--- src/rtl/xgmii_tx_mac.sv ---
// Transmit MAC: AXI-Stream frame bytes in, 32-bit XGMII words out with
// preamble/SFD, zero pad to 60 bytes, CRC-32 FCS, terminate and inter-frame gap.
module xgmii_tx_mac #(
   parameter int XGMII_DATA_WIDTH = 32,
   parameter int XGMII_CTRL_WIDTH = 4
) (
   input  logic                        i_clk,
   input  logic                        i_reset_n,
   output logic [XGMII_DATA_WIDTH-1:0] o_xgmii_txd,
   output logic [XGMII_CTRL_WIDTH-1:0] o_xgmii_ctrl,
   output logic                        o_xgmii_valid,
   input  logic                        i_xgmii_pause,
   input  logic [XGMII_DATA_WIDTH-1:0] s_axis_tdata,
   input  logic [XGMII_CTRL_WIDTH-1:0] s_axis_tkeep,
   input  logic                        s_axis_tvalid,
   input  logic                        s_axis_tlast,
   output logic                        s_axis_trdy
);

   typedef enum logic [2:0] {
      ST_IDLE, ST_PREAMBLE, ST_PAYLOAD, ST_PAD, ST_FCS, ST_TERM, ST_IFG
   } state_t;

   localparam logic [31:0] IDLE_WORD = 32'h07070707;
   localparam logic [31:0] ERR_WORD  = 32'hFEFEFEFE;
   localparam logic [31:0] TERM_WORD = 32'h070707FD;

   state_t      state;
   logic        sfd_next;
   logic [31:0] crc;
   logic [6:0]  cnt;
   logic [1:0]  fcs_k;
   logic        ifg_cnt;
   logic        drop;

   logic [2:0]  nb;
   logic [31:0] data_m;
   logic [31:0] crc_last, crc_full, crc_zero;
   logic [31:0] fcs_last, fcs_cur;
   logic [31:0] tail_word, fin_word;
   logic [3:0]  fin_ctrl;
   logic [6:0]  cnt_inc;
   logic        short_frame;

   function automatic logic [31:0] crc_bytes(input logic [31:0] c, input logic [31:0] d,
                                             input logic [2:0] n);
      logic [31:0] r;
      r = c;
      for (int unsigned i = 0; i < 4; i++) begin
         if (i < 32'(n)) begin
            r = r ^ {24'h0, d[8*i +: 8]};
            for (int unsigned b = 0; b < 8; b++)
               r = r[0] ? ((r >> 1) ^ 32'hEDB88320) : (r >> 1);
         end
      end
      return r;
   endfunction

   always_comb begin
      nb     = 3'd1;
      data_m = '0;
      if (s_axis_tkeep[3])      nb = 3'd4;
      else if (s_axis_tkeep[2]) nb = 3'd3;
      else if (s_axis_tkeep[1]) nb = 3'd2;
      for (int unsigned i = 0; i < 4; i++)
         data_m[8*i +: 8] = s_axis_tkeep[i] ? s_axis_tdata[8*i +: 8] : 8'h00;
   end

   assign crc_last    = crc_bytes(crc, data_m, nb);
   assign crc_full    = crc_bytes(crc, data_m, 3'd4);
   assign crc_zero    = crc_bytes(crc, '0, 3'd4);
   assign cnt_inc     = (cnt >= 7'd64) ? cnt : cnt + 7'd4;
   assign short_frame = ({1'b0, cnt} + {5'b0, nb}) < 8'd60;

   // tail_word: last data bytes followed by the leading FCS bytes in the same word.
   // fin_word: FCS bytes that spilled into the next word, then FD and idles.
   always_comb begin
      fcs_last  = ~crc_last;
      fcs_cur   = ~crc;
      tail_word = data_m;
      fin_word  = IDLE_WORD;
      fin_ctrl  = '1;
      for (int unsigned i = 0; i < 4; i++) begin
         if (i >= 32'(nb))
            tail_word[8*i +: 8] = fcs_last[8*(i - 32'(nb)) +: 8];
         if (i < 32'(fcs_k)) begin
            fin_word[8*i +: 8] = fcs_cur[8*(4 - 32'(fcs_k) + i) +: 8];
            fin_ctrl[i]        = 1'b0;
         end else if (i == 32'(fcs_k)) begin
            fin_word[8*i +: 8] = 8'hFD;
         end
      end
   end

   always_comb s_axis_trdy = !i_xgmii_pause && ((state == ST_PAYLOAD) || drop);

   always_ff @(posedge i_clk or negedge i_reset_n) begin
      if (!i_reset_n) begin
         state         <= ST_IDLE;
         sfd_next      <= 1'b0;
         crc           <= '1;
         cnt           <= '0;
         fcs_k         <= '0;
         ifg_cnt       <= 1'b0;
         drop          <= 1'b0;
         o_xgmii_txd   <= IDLE_WORD;
         o_xgmii_ctrl  <= '1;
         o_xgmii_valid <= 1'b0;
      end else if (i_xgmii_pause) begin
         o_xgmii_valid <= 1'b0;
      end else begin
         o_xgmii_valid <= 1'b1;
         if (drop && s_axis_tvalid && s_axis_tlast)
            drop <= 1'b0;
         case (state)
            ST_IDLE: begin
               o_xgmii_txd  <= IDLE_WORD;
               o_xgmii_ctrl <= '1;
               if (s_axis_tvalid && !drop) begin
                  state    <= ST_PREAMBLE;
                  sfd_next <= 1'b0;
                  crc      <= '1;
                  cnt      <= '0;
               end
            end
            ST_PREAMBLE: begin
               if (!sfd_next) begin
                  o_xgmii_txd  <= 32'h555555FB;
                  o_xgmii_ctrl <= 4'h1;
                  sfd_next     <= 1'b1;
               end else begin
                  o_xgmii_txd  <= 32'hD5555555;
                  o_xgmii_ctrl <= 4'h0;
                  state        <= ST_PAYLOAD;
               end
            end
            ST_PAYLOAD: begin
               o_xgmii_ctrl <= 4'h0;
               if (!s_axis_tvalid) begin
                  o_xgmii_txd  <= ERR_WORD;
                  o_xgmii_ctrl <= '1;
                  drop         <= 1'b1;
                  state        <= ST_TERM;
               end else if (!s_axis_tlast || short_frame) begin
                  o_xgmii_txd <= data_m;
                  crc         <= crc_full;
                  cnt         <= cnt_inc;
                  fcs_k       <= '0;
                  if (s_axis_tlast)
                     state <= (cnt_inc >= 7'd60) ? ST_FCS : ST_PAD;
               end else begin
                  o_xgmii_txd <= tail_word;
                  crc         <= crc_last;
                  fcs_k       <= nb[1:0];
                  state       <= ST_FCS;
               end
            end
            ST_PAD: begin
               o_xgmii_txd  <= '0;
               o_xgmii_ctrl <= 4'h0;
               crc          <= crc_zero;
               cnt          <= cnt_inc;
               if (cnt_inc >= 7'd60) begin
                  fcs_k <= '0;
                  state <= ST_FCS;
               end
            end
            ST_FCS: begin
               if (fcs_k == 2'd0) begin
                  o_xgmii_txd  <= fcs_cur;
                  o_xgmii_ctrl <= 4'h0;
                  state        <= ST_TERM;
               end else begin
                  o_xgmii_txd  <= fin_word;
                  o_xgmii_ctrl <= fin_ctrl;
                  ifg_cnt      <= 1'b0;
                  state        <= ST_IFG;
               end
            end
            ST_TERM: begin
               o_xgmii_txd  <= TERM_WORD;
               o_xgmii_ctrl <= '1;
               ifg_cnt      <= 1'b0;
               state        <= ST_IFG;
            end
            ST_IFG: begin
               // Two idle words here plus the idle word emitted in IDLE give >= 12 idle bytes.
               o_xgmii_txd  <= IDLE_WORD;
               o_xgmii_ctrl <= '1;
               ifg_cnt      <= 1'b1;
               if (ifg_cnt)
                  state <= ST_IDLE;
            end
            default: state <= ST_IDLE;
         endcase
      end
   end

endmodule

--- config.mk ---
export PLATFORM = sky130hd
export DESIGN_NAME = xgmii_tx_mac
export DESIGN_NICKNAME = d
export VERILOG_FILES = /design/src/rtl/xgmii_tx_mac.sv
export SDC_FILE = /design/constraint.sdc
export NUM_CORES = 1
export LEC_CHECK = 0
export BUFFER_PORTS_ARGS = -buffer_cell sky130_fd_sc_hd__buf_4
export CAP_MARGIN = 20
export CELL_PAD_IN_SITES_DETAIL_PLACEMENT = 1
export CELL_PAD_IN_SITES_GLOBAL_PLACEMENT = 2
export CORE_UTILIZATION = 30
export DETAILED_ROUTE_END_ITERATION = 8
export PLACE_DENSITY = 0.62
export SLEW_MARGIN = 20
export SYNTH_ARGS = -nofsm -noshare
export SYNTH_HDL_FRONTEND = slang
export SYNTH_SLANG_ARGS = --single-unit
--- constraint.sdc ---
create_clock -name i_clk -period 7.96 [get_ports i_clk]
set_input_delay 1.592 -clock i_clk [delete_from_list [all_inputs] [get_ports i_clk]]
set_output_delay 1.592 -clock i_clk [all_outputs]
set_load 0.005 [all_outputs]
==> results.md <==
* Final setup skew at 0.0147 ns
* Crit-path cells: buf_4, nor2_2, nor2_1, inv_1, ha_1, ha_2, buf_12, nand4bb_1, a211oi_1, a2111oi_2, o211ai_2, xor3_1, xnor3_1, o21a_1, and2_1, xnor3_1, o22ai_2, xor2_1, xnor2_1, xnor3_1, or3_1, a222oi_1
* Skew-Pair Late Insertion Delay at 0.37 ns
* Number of setup buffers added after CTS at 0
* Worst setup path class: input pin to register
* Area fraction of the dominant cell type after synthesis at 0.253
* Achievable Freq at 0.132 GHz
* CTS Hold Bufs at 0
* Number of slew-limit violations in the final report at 0
* Period Utilization, post-route at 0.952
* Row count at 86
* Detailed Route Iter0 Violations at 1264
* Core area at 55100 sq um
* Maximum number of pins on one net before global-route repair at 48
* Actual slew at the worst max-slew pin at 1.21 ns
* Cells taking the most area after synthesis: sky130_fd_sc_hd__xnor2_1 (25%), sky130_fd_sc_hd__xor2_1 (8.2%), sky130_fd_sc_hd__dfstp_2 (7.5%), sky130_fd_sc_hd__xnor3_1 (5.8%), sky130_fd_sc_hd__dfrtp_1 (5.1%)
* Launch instance of the worst register-to-register path: crc[4]
* Hold_sp: o_xgmii_ctrl[3]
* Number of instances in the placed design at 2777
* DR WL/cell at 31.4 microns
* CP max stage delay at 0.59 ns
* Nets at 2095
* H-tree level count at 3
* Overall overflow remaining after global route at 0
* Register bit total from synthesis at 82
* Vias in the first global route at 16084
* Number of warning messages in the yosys log at 0
* Post-Syn Area per Cell at 8.37 sq um
* Clock tree buffer depth at 2
* Synthesized netlist net count at 2057
* Quantity of I/O buffers inserted on ports at 78
* Clock buffer count from CTS at 9
* Rel. slew slack at 0.182
* Total die area at 56800 sq um
* First-pass GRT wire length at 124000 microns
* Overall die width at 238 microns
* Kind of start point of the critical path: input pin
* Highest-count cells in the layout ignoring fill and taps: sky130_fd_sc_hd__xnor2_1 (482), sky130_fd_sc_hd__nand2_1 (179), sky130_fd_sc_hd__buf_4 (172), sky130_fd_sc_hd__xor2_1 (156), sky130_fd_sc_hd__nor2_1 (141)
* Final core utilization at 0.339
* Number of top-level pins at 79
* Category of the worst setup path capture point: register
* Final hold violation count at 0
* Final setup violation count at 0
* Vertical die dimension at 238 microns
* Number of enable-type register cells in the synthesized netlist at 0
* Worst hold path type: register to register
* Outcome: completed
* Fillcell total at 6519
* Via total after detailed routing at 15640
* Startpoint of the worst setup timing path: s_axis_tkeep[2]
* Minimum period implied by the final worst setup slack at 7.58 ns
* Number of distinct library cell variants in the gate-level netlist after synthesis at 106
* Global-route usage over all layers at 0.308
* Critical path arrival at 7.84 ns
* Fraction of registers with async set/reset at 1.00
* Most common library cell in the layout ignoring fill and taps: sky130_fd_sc_hd__xnor2_1
* Setup slack of the most critical reg-to-reg path at 1.33 ns
* Antenna diode count at 0
* Share of final-layout standard cells stronger than drive strength 1 at 0.167
* Detailed Place HPWL at 71100 microns
* Area of the mapped netlist at 16700 sq um
* Initial core utilization at 0.304
* Most used DFF post-synth: sky130_fd_sc_hd__dfstp_2
* Number of cells produced by synthesis at 2002
* PostCTS Resize Cnt at 0
* Clock tree from TritonCTS: built
* Post-route ant nets at 0
* Initial antenna violation count at 3
* First-pass iteration count of the detailed router at 5
* Ratio of routed vias to standard cells at 5.60
* Setup total negative slack at 0 ns
* Routability Congestion at 0.956
* Max-cap violation count at 0
* Worst hold slack across all endpoints at 0.451 ns
* Sinks on the clock net at 82
* Sequential cell area fraction in the yosys report at 0.126
* Buffer type at the clock tree root: sky130_fd_sc_hd__clkbuf_16
* Highest fanout seen on the critical path at 47
* Critical path required time at 8.22 ns
* Total DRC errors in the routed layout at 0
* Area growth from synthesis to layout at 11.6%
* CP max-delay cell: sky130_fd_sc_hd__xnor2_1
* Dominant cell type by area after synthesis: sky130_fd_sc_hd__xnor2_1
* Sum of routed wire length over all layers at 87700 microns
* Setup repair after global routing missed its margin: no
* Non-Filler Instances at 2793
* Most repeated library cell on the critical path: sky130_fd_sc_hd__xnor3_1
* Clock-pin slew of the registers on the worst-case setup and hold paths at 0.06 ns
## worst paths after layout
| kind | end | cells past startpoint |
|---|---|---|
| max in group asynchronous | o_xgmii_txd[19] | 2 |
| min reg2reg | o_xgmii_ctrl[3] | 2 |
| min | o_xgmii_ctrl[3] | 2 |
| max reg2reg | o_xgmii_txd[21] | 17 |
| min in group asynchronous | o_xgmii_txd[3] | 1 |
| max | o_xgmii_txd[19] | 22 |
## kinds of logic (layout without fill, tap and decap cells)
logic type,count (synthesis),count (layout),synth area share
XOR/XNOR,722,722,0.439
AO/OA/AOI/OAI,464,464,0.194
AND/OR/NAND/NOR,456,456,0.124
buffers and inverters,172,215,0.0437
multiplexers,91,91,0.0619
flip-flops,82,82,0.126
adder cells (fa/ha/maj),15,15,0.0111
## Yosys cell counts (24+ instances only)
cell type and number:
sky130_fd_sc_hd__o21a_1 24, sky130_fd_sc_hd__a21oi_1 111, sky130_fd_sc_hd__o221ai_1 30, sky130_fd_sc_hd__dfstp_2 48, sky130_fd_sc_hd__xnor3_1 43, sky130_fd_sc_hd__mux2i_1 67, sky130_fd_sc_hd__o21ai_0 105, sky130_fd_sc_hd__dfrtp_1 34
sky130_fd_sc_hd__a221oi_1 37, sky130_fd_sc_hd__xor2_1 156, sky130_fd_sc_hd__nand2_1 179, sky130_fd_sc_hd__xnor2_1 483, sky130_fd_sc_hd__nor2_1 142, sky130_fd_sc_hd__nand3_1 24, sky130_fd_sc_hd__clkbuf_1 99, sky130_fd_sc_hd__o211ai_1 24
## cell type report
type	count	area, sq um	area share
clock buffer	12	258	0.0138
clock inverter	4	23.8	0.00127
inverter	26	97.6	0.00522
multi-input combinational	1748	14000	0.747
sequential	82	2110	0.113
tap	748	936	0.0501
timing repair buffer	173	1310	0.0702
## metal layers
layer  vias to the layer above  GRT usage  share of wire
met4                         2      0.123          0.041
met5                         -          0        0.00014
met3                       131     0.0339          0.052
met1                      7934      0.408           0.44
met2                       516      0.509           0.46
li1                       7057          -              -
## worst max-delay path: cells and delay by family
family,cells,cell delay [ns]
fa+ha+maj,2,0.34
xor+xnor,6,2.46
buf+inv,3,0.50
simple gates,5,1.15
compound gates,6,1.74
## through the flow
| stage | worst slack [ns] | instance area (sq um) |
|---|---|---|
| floorplan | 0.0323 | 16800 |
| global placement | 0.171 | 18400 |
| detailed placement | 0.0858 | 18400 |
| CTS | 0.462 | 18700 |
| global route | 0.177 | 18700 |
| finish | 0.378 | 18700 |
## state kept, by name (all words and copies together) (netlist names)
register / flops
drop: 1
o_xgmii_valid: 1
cnt: 5
o_xgmii_txd: 32
ifg_cnt: 1
state: 3
o_xgmii_ctrl: 4
sfd_next: 1
crc: 32
fcs_k: 2
Power is not shown: default switching activity piles up to over one toggle a cycle in this logic, so the estimate is an artifact.
